==> config.mk <==
export PLATFORM = sky130hd
export DESIGN_NAME = hub75_scan_ctrl
export DESIGN_NICKNAME = d
export VERILOG_FILES = /design/src/rtl/hub75_scan_ctrl.sv
export SDC_FILE = /design/constraint.sdc
export NUM_CORES = 1
export LEC_CHECK = 0
export ABC_AREA = 0
export CAP_MARGIN = 20
export CORE_AREA = 5 5 73 75
export DETAILED_ROUTE_END_ITERATION = 7
export DIE_AREA = 0 0 78 80
export PLACE_DENSITY_LB_ADDON = 0.25
export REMOVE_ABC_BUFFERS = 1
export SYNTH_ARGS = -nofsm -noshare
export SYNTH_HDL_FRONTEND = slang
export SYNTH_SLANG_ARGS = --single-unit
==> constraint.sdc <==
create_clock -name clk -period 2.7 [get_ports clk]
set_input_delay 0.54 -clock clk [delete_from_list [all_inputs] [get_ports clk]]
set_output_delay 0.54 -clock clk [all_outputs]
set_load 0.1 [all_outputs]
==> src/rtl/hub75_scan_ctrl.sv <==
// HUB75 1bpp scan sequencer: walks framebuffer addresses, shifts six colour bits per column,
// then blanks, latches and displays one scan row at a time.
module hub75_scan_ctrl #(
  parameter int COLS         = 64,
  parameter int ROWS         = 32,
  parameter int CLK_HALF     = 1,
  parameter int LAT_CYCLES   = 1,
  parameter int BLANK_CYCLES = 2,
  parameter int ON_CYCLES    = 256,
  localparam int COL_W       = $clog2(COLS),
  localparam int ROW_W       = $clog2(ROWS)
) (
  input  logic             clk,
  input  logic             rst_n,
  input  logic             enable,
  output logic [COL_W-1:0] fb_col,
  output logic [ROW_W-1:0] fb_row,
  output logic             fb_rd,
  input  logic [5:0]       rgb_in,
  output logic [5:0]       rgb_out,
  output logic             panel_clk,
  output logic             panel_lat,
  output logic             panel_oe_n,
  output logic [ROW_W-1:0] row_addr,
  output logic             frame_done
);

  localparam int MAX_AB  = (CLK_HALF > LAT_CYCLES) ? CLK_HALF : LAT_CYCLES;
  localparam int MAX_CD  = (BLANK_CYCLES > ON_CYCLES) ? BLANK_CYCLES : ON_CYCLES;
  localparam int MAX_CNT = (MAX_AB > MAX_CD) ? MAX_AB : MAX_CD;
  localparam int CNT_W   = $clog2(MAX_CNT + 1);

  typedef enum logic [2:0] {
    IDLE, FETCH, LOAD, HIGH, BLANK, LATCH, SHOW
  } state_t;

  state_t           state_q, state_d;
  logic [CNT_W-1:0] cnt_q, cnt_d;
  logic [COL_W-1:0] fb_col_q, fb_col_d;
  logic [ROW_W-1:0] fb_row_q, fb_row_d;
  logic [ROW_W-1:0] row_addr_q, row_addr_d;
  logic [5:0]       rgb_q, rgb_d;
  logic             fb_rd_q, fb_rd_d;
  logic             panel_clk_q, panel_clk_d;
  logic             panel_lat_q, panel_lat_d;
  logic             panel_oe_n_q, panel_oe_n_d;
  logic             frame_done_q, frame_done_d;

  always_comb begin
    state_d      = state_q;
    cnt_d        = cnt_q;
    fb_col_d     = fb_col_q;
    fb_row_d     = fb_row_q;
    row_addr_d   = row_addr_q;
    rgb_d        = rgb_q;
    frame_done_d = 1'b0;

    case (state_q)
      IDLE: begin
        if (enable) begin
          state_d  = FETCH;
          fb_col_d = '0;
        end
      end
      FETCH: begin
        state_d = LOAD;
        cnt_d   = CNT_W'(CLK_HALF - 1);
      end
      LOAD: begin
        // Read data arrives one cycle after the strobe, i.e. in the first LOAD cycle.
        if (cnt_q == CNT_W'(CLK_HALF - 1)) rgb_d = rgb_in;
        if (cnt_q == '0) begin
          state_d = HIGH;
          cnt_d   = CNT_W'(CLK_HALF - 1);
        end else begin
          cnt_d = cnt_q - CNT_W'(1);
        end
      end
      HIGH: begin
        if (cnt_q == '0) begin
          if (fb_col_q == COL_W'(COLS - 1)) begin
            state_d    = BLANK;
            cnt_d      = CNT_W'(BLANK_CYCLES - 1);
            row_addr_d = fb_row_q;
          end else begin
            state_d  = FETCH;
            fb_col_d = fb_col_q + COL_W'(1);
          end
        end else begin
          cnt_d = cnt_q - CNT_W'(1);
        end
      end
      BLANK: begin
        if (cnt_q == '0) begin
          state_d = LATCH;
          cnt_d   = CNT_W'(LAT_CYCLES - 1);
        end else begin
          cnt_d = cnt_q - CNT_W'(1);
        end
      end
      LATCH: begin
        if (cnt_q == '0) begin
          state_d = SHOW;
          cnt_d   = CNT_W'(ON_CYCLES - 1);
        end else begin
          cnt_d = cnt_q - CNT_W'(1);
        end
      end
      SHOW: begin
        if (cnt_q == '0) begin
          fb_col_d = '0;
          state_d  = enable ? FETCH : IDLE;
          if (fb_row_q == ROW_W'(ROWS - 1)) begin
            fb_row_d     = '0;
            frame_done_d = 1'b1;
          end else begin
            fb_row_d = fb_row_q + ROW_W'(1);
          end
        end else begin
          cnt_d = cnt_q - CNT_W'(1);
        end
      end
      default: state_d = IDLE;
    endcase

    // Panel strobes are decoded from the next state so they line up with the state register.
    fb_rd_d      = (state_d == FETCH);
    panel_clk_d  = (state_d == HIGH);
    panel_lat_d  = (state_d == LATCH);
    panel_oe_n_d = (state_d != SHOW);
  end

  always_ff @(posedge clk) begin
    if (!rst_n) begin
      state_q      <= IDLE;
      cnt_q        <= '0;
      fb_col_q     <= '0;
      fb_row_q     <= '0;
      row_addr_q   <= '0;
      rgb_q        <= '0;
      fb_rd_q      <= 1'b0;
      panel_clk_q  <= 1'b0;
      panel_lat_q  <= 1'b0;
      panel_oe_n_q <= 1'b1;
      frame_done_q <= 1'b0;
    end else begin
      state_q      <= state_d;
      cnt_q        <= cnt_d;
      fb_col_q     <= fb_col_d;
      fb_row_q     <= fb_row_d;
      row_addr_q   <= row_addr_d;
      rgb_q        <= rgb_d;
      fb_rd_q      <= fb_rd_d;
      panel_clk_q  <= panel_clk_d;
      panel_lat_q  <= panel_lat_d;
      panel_oe_n_q <= panel_oe_n_d;
      frame_done_q <= frame_done_d;
    end
  end

  assign fb_col     = fb_col_q;
  assign fb_row     = fb_row_q;
  assign fb_rd      = fb_rd_q;
  assign rgb_out    = rgb_q;
  assign panel_clk  = panel_clk_q;
  assign panel_lat  = panel_lat_q;
  assign panel_oe_n = panel_oe_n_q;
  assign row_addr   = row_addr_q;
  assign frame_done = frame_done_q;

endmodule

## Yosys cells after proc, flatten, opt, wreduce, memory -nomap -nowiden

Cells that the tools add are included.

| storage, ports and cells | value |
|---|---|
| bits in registers | 39 |
| input bits | 9 |
| output and inout port bits | 27 |
| logic and storage cells | 65 |

| operators by class | value |
|---|---|
| $add $sub $neg | 3 |
| equal/unequal tests | 18 |
| muxes and demuxes | 22 |
| reduce and logical (&&, ||, !) cells | 11 |

Operators with widths:

| operator | number |
|---|---|
| two-way mux 9 bit | 5 |
| case mux 9 bit (5 select lines) | 1 |
| two-way mux 6 bit | 4 |
| two-way mux 3 bit | 7 |
| case mux 3 bit (7 select lines) | 1 |
| case mux 6 bit (3 select lines) | 1 |
| == test 3 bit, second input constant | 4 |
| inequality test 2 bit, second input constant | 5 |
| == test 3 x 2 -> 1 bit, second input constant | 3 |
| logical NOT 9 bit | 1 |
| AND reduction 3 bit | 3 |
| subtractor 9 x 1 -> 9 bit, second input constant | 1 |
| adder 6 x 1 -> 6 bit, second input constant | 1 |
| == test 3 x 1 -> 1 bit, second input constant | 2 |
| == test 6 bit, second input constant | 1 |
| inequality test 3 bit, second input constant | 2 |
| adder 5 x 1 -> 5 bit, second input constant | 1 |
| == test 5 bit, second input constant | 1 |
| two-way mux 5 bit | 1 |
| AND reduction 5 bit | 1 |
| nonzero test 5 bit | 1 |
| AND reduction 2 bit | 2 |
| logical NOT 3 bit | 1 |
| nonzero test 3 bit | 1 |
| 2 further kinds | 3 |

## Logic depth before layout (Yosys ltp)

| depth | value |
|---|---|
| depth in word-level cells | 5 |
| depth in mapped cells | 9 |

## Worst setup path before layout

Ideal clock, no wire load.

| path | value |
|---|---|
| kind | register -> register |
| start | register cnt_q[0] |
| end | register fb_row_q[3] (netlist: fb_row[3]) |
| library setup time | 70 ps |
| data arrival time | 2439 ps |
| slack | 191 ps |
| cell stages (with the launch flop) | 10 |
| path buffers | 2 |
| period minus slack after synthesis | 2509 ps |
| path through | dfxtp_1 > clkbuf_1 > inv_1 > ha_1 > or3b_1 > or3_1 > buf_2 > or3_1 > or4_1 > a21boi_1 |

| between the ends | value |
|---|---|
| longest elaborated chain between the ends | 2 |

RTL lines:

| element | line | source |
|---|---|---|
| from (decl) | 38 | `logic [CNT_W-1:0] cnt_q, cnt_d;` |
| from (signal assigned) | 148 | `cnt_q <= cnt_d;` |
| logical NOT 9 bit | 110 | `if (cnt_q == '0) begin` |
| AND reduction 2 bit (no source line) | - |  |
| to (signal assigned) | 150 | `fb_row_q <= fb_row_d;` |
| to (decl) | 40 | `logic [ROW_W-1:0] fb_row_q, fb_row_d;` |

Every way passes these cells.
A chain may end at the register's enable or synchronous reset.

## Final worst setup path

| path | value |
|---|---|
| start | register cnt_q[1] |
| end | register fb_row_q[3] (netlist: fb_row[3]) |

Same word-level chain as after synthesis.

==> impl_metrics.env <==
export IMPL_drt_total_wl_um=4940
export IMPL_min_delay_start="fb_col[5]"
export IMPL_initial_utilization=0.458
export IMPL_crit_fanout=5
export IMPL_cts_max_level=2
export IMPL_critPathSlowestCell="or4_1"
export IMPL_fin_ws_ns=0.218
export IMPL_synth_seq_cells=39
export IMPL_grt_pass1_wl_um=8810
export IMPL_dieArea_sq_um=6240
export IMPL_grtUsageTotal=0.170
export IMPL_synth_top_area_frac=0.371
export IMPL_power_density_nw_per_um2=776
export IMPL_ys_types=53
export IMPL_pre_cts_slack_ns=0.111
export IMPL_status="finished clean"
export IMPL_vdd_ir_drop_worst_mv=0.464
export IMPL_use_met2=0.275
export IMPL_rsz0062_at_grt="no"
export IMPL_antenna_found_initial=0
export IMPL_relSlewSlack=0.663
export IMPL_hold_buffers=0
export IMPL_worstSetupPathType="flop to flop"
export IMPL_grt_max_degree=30
export IMPL_synth_edf_count=0
export IMPL_tightest_slew_ns=0.498
export IMPL_clock_latency_ns=0.30
export IMPL_whs_ns=0.498
export IMPL_drive_gt1_frac=0.214
export IMPL_ant_nets=0
export IMPL_worstPathArrival_ns=2.71
export IMPL_fp_dieH_um=80
export IMPL_period_share=0.919
export IMPL_final_cell_mix="42 x buf_4, 39 x dfxtp_1, 18 x nor2b_1, 18 x nand2_1, 16 x nor2_1"
export IMPL_skew_ns=0.00798
export IMPL_fillers=437
export IMPL_wl_per_cell_um=14.4
export IMPL_core_sq_um=4600
export IMPL_setup_viol_count_final=0
export IMPL_via_count=1968
export IMPL_synth_avg_cell_area_sq_um=8.52
export IMPL_slowest_delay_ns=0.47
export IMPL_hold_path_class="flop to flop"
export IMPL_endpoint_kind="flop"
export IMPL_rows=25
export IMPL_fmax_ghz=0.403
export IMPL_startpoint_type="flop"
export IMPL_dpl_hpwl_um=3600
export IMPL_drtIter0Drc=145
export IMPL_overflow=0
export IMPL_multi_input_comb_area_sq_um=1260
export IMPL_diodes=0
export IMPL_routabilityCongestion=0.801
export IMPL_drv_slew=0
export IMPL_period_minus_slack_ns=2.48
export IMPL_synth_area_leaders="dfxtp_1 37%, mux2i_1 5.7%, nor2b_1 5.4%"
export IMPL_synth_cells=247
export IMPL_cts_sinks=39
export IMPL_io_pin_count=36
export IMPL_synth_top_area_cell="dfxtp_1"
export IMPL_cts_path_max_buffers=2
export IMPL_critPathRequiredTime_ns=2.93
export IMPL_tritoncts_num_buffers=5
export IMPL_final_common_cell="buf_4"
export IMPL_numPortBuffers=35
export IMPL_cts_root_buf="clkbuf_8"
export IMPL_synthArstFlopShare=0
export IMPL_drc=0
export IMPL_drt_pass1_iterations=4
export IMPL_final_net_count=302
export IMPL_rr_startpoint="cnt_q[1]"
export IMPL_cts_tree="done"
export IMPL_regArea_sq_um=781
export IMPL_area_growth_pct=24.4
export IMPL_netlist_area_sq_um=2100
export IMPL_cap_violations=0
export IMPL_use_met3=0.0327
export IMPL_power_w=0.00203
export IMPL_path_cells="inv_1 -> ha_1 -> or3b_1 -> or3_4 -> or3_1 -> or4_1 -> a21boi_1"
export IMPL_grt_use_met1=0.223
export IMPL_clk_pin_slew_ns=0.08
export IMPL_first_global_vias=1940
export IMPL_synth_top_flop_cell="dfxtp_1"
export IMPL_die_width_um=78
export IMPL_hold_viol_final=0
export IMPL_synth_seq_area_share=0.371
export IMPL_critPathLaunch="cnt_q[1]"
export IMPL_grt_busiest_layer="met2"
export IMPL_leakagePower_nw=1.08
export IMPL_yosysWarnings=0
export IMPL_viasPerCell=5.72
export IMPL_fin_setup_tns_ns=0
[power by group]
group / internal, W / switching [W]
clock network: 0.000232 / 0.000212
registers: 0.000620 / 0.0000435
logic: 0.000346 / 0.000577
[final cells by class]
cell class / instances / share of cell area
tap: 54 / 0.0258
inverter: 3 / 0.00430
clock buffer: 7 / 0.0368
multi-input combinational: 190 / 0.481
sequential: 39 / 0.298
clock inverter: 1 / 0.00287
timing repair buffer: 50 / 0.151
[what timing repair did]
action / CTS / global route
setup endpoints to repair: 0 / 1
buffers inserted: 0 / 0
gates resized for setup: 0 / 1
[through the flow]
step | instance area, sq um | util | cells
floorplan | 2050 | - | 232
global placement | 2510 | 0.546 | 336
detailed placement | 2510 | 0.546 | 336
CTS | 2610 | 0.568 | 344
global route | 2620 | 0.570 | 344
finish | 2620 | 0.570 | 344
[cell usage after synthesis (3+ instances only)]
cell and instances:
a21boi_0 7, a21oi_1 14, a31oi_1 4, and2_1 5, and3_1 5, clkbuf_1 14, dfxtp_1 39, ha_1 4
inv_1 3, mux2i_1 12, nand2_1 18, nand3_1 7, nor2_1 16, nor2b_1 18, nor3_1 8, o211ai_1 3
o21ai_0 11, o31ai_1 3, or2_2 3, or3_1 5, or4_1 3, xnor2_1 3
[cells by family after synthesis]
logic type / Yosys count / share of synthesized area
muxes: 13 / 0.0624
xor gates and xnor gates: 4 / 0.0166
AOI/OAI and AO/OA: 62 / 0.201
buffers and inverters: 18 / 0.0327
adders and majority gates: 4 / 0.0238
DFF: 39 / 0.371
and+or+nand+nor: 107 / 0.293
[layer usage]
layer / wire (um) / up-vias
li1: - / 987
met1: 2350 / 925
met2: 2260 / 49
met3: 245 / 7
met4: 77 / 0
met5: 0 / -
[flip-flops by register name, indices dropped and copies added (netlist names)]
register    flops
cnt_q           9
fb_rd           1
fb_row          5
panel_lat       1
row_addr        5
panel_clk       1
panel_oe_n      1
rgb_out         6
fb_col          6
state_q         3
frame_done      1
[worst max-delay path: cells and delay by family (launching register included)]
family / cells / cell delay, ns
adders and majority gates: 1 / 0.22
and+or+nand+nor: 4 / 1.65
buffers and inverters: 1 / 0.06
DFF: 1 / 0.34
AOI/OAI and AO/OA: 1 / 0.14
[worst paths after layout]
kind,slack (ns),endpoint,cells after the start
hold reg to reg,0.50,fb_col[5],2
setup / recovery,0.22,fb_row[3],7
setup reg to reg,0.22,fb_row[3],7
hold / removal,0.50,fb_col[5],2
No activity file was read; power rests on OpenSTA's default activity.
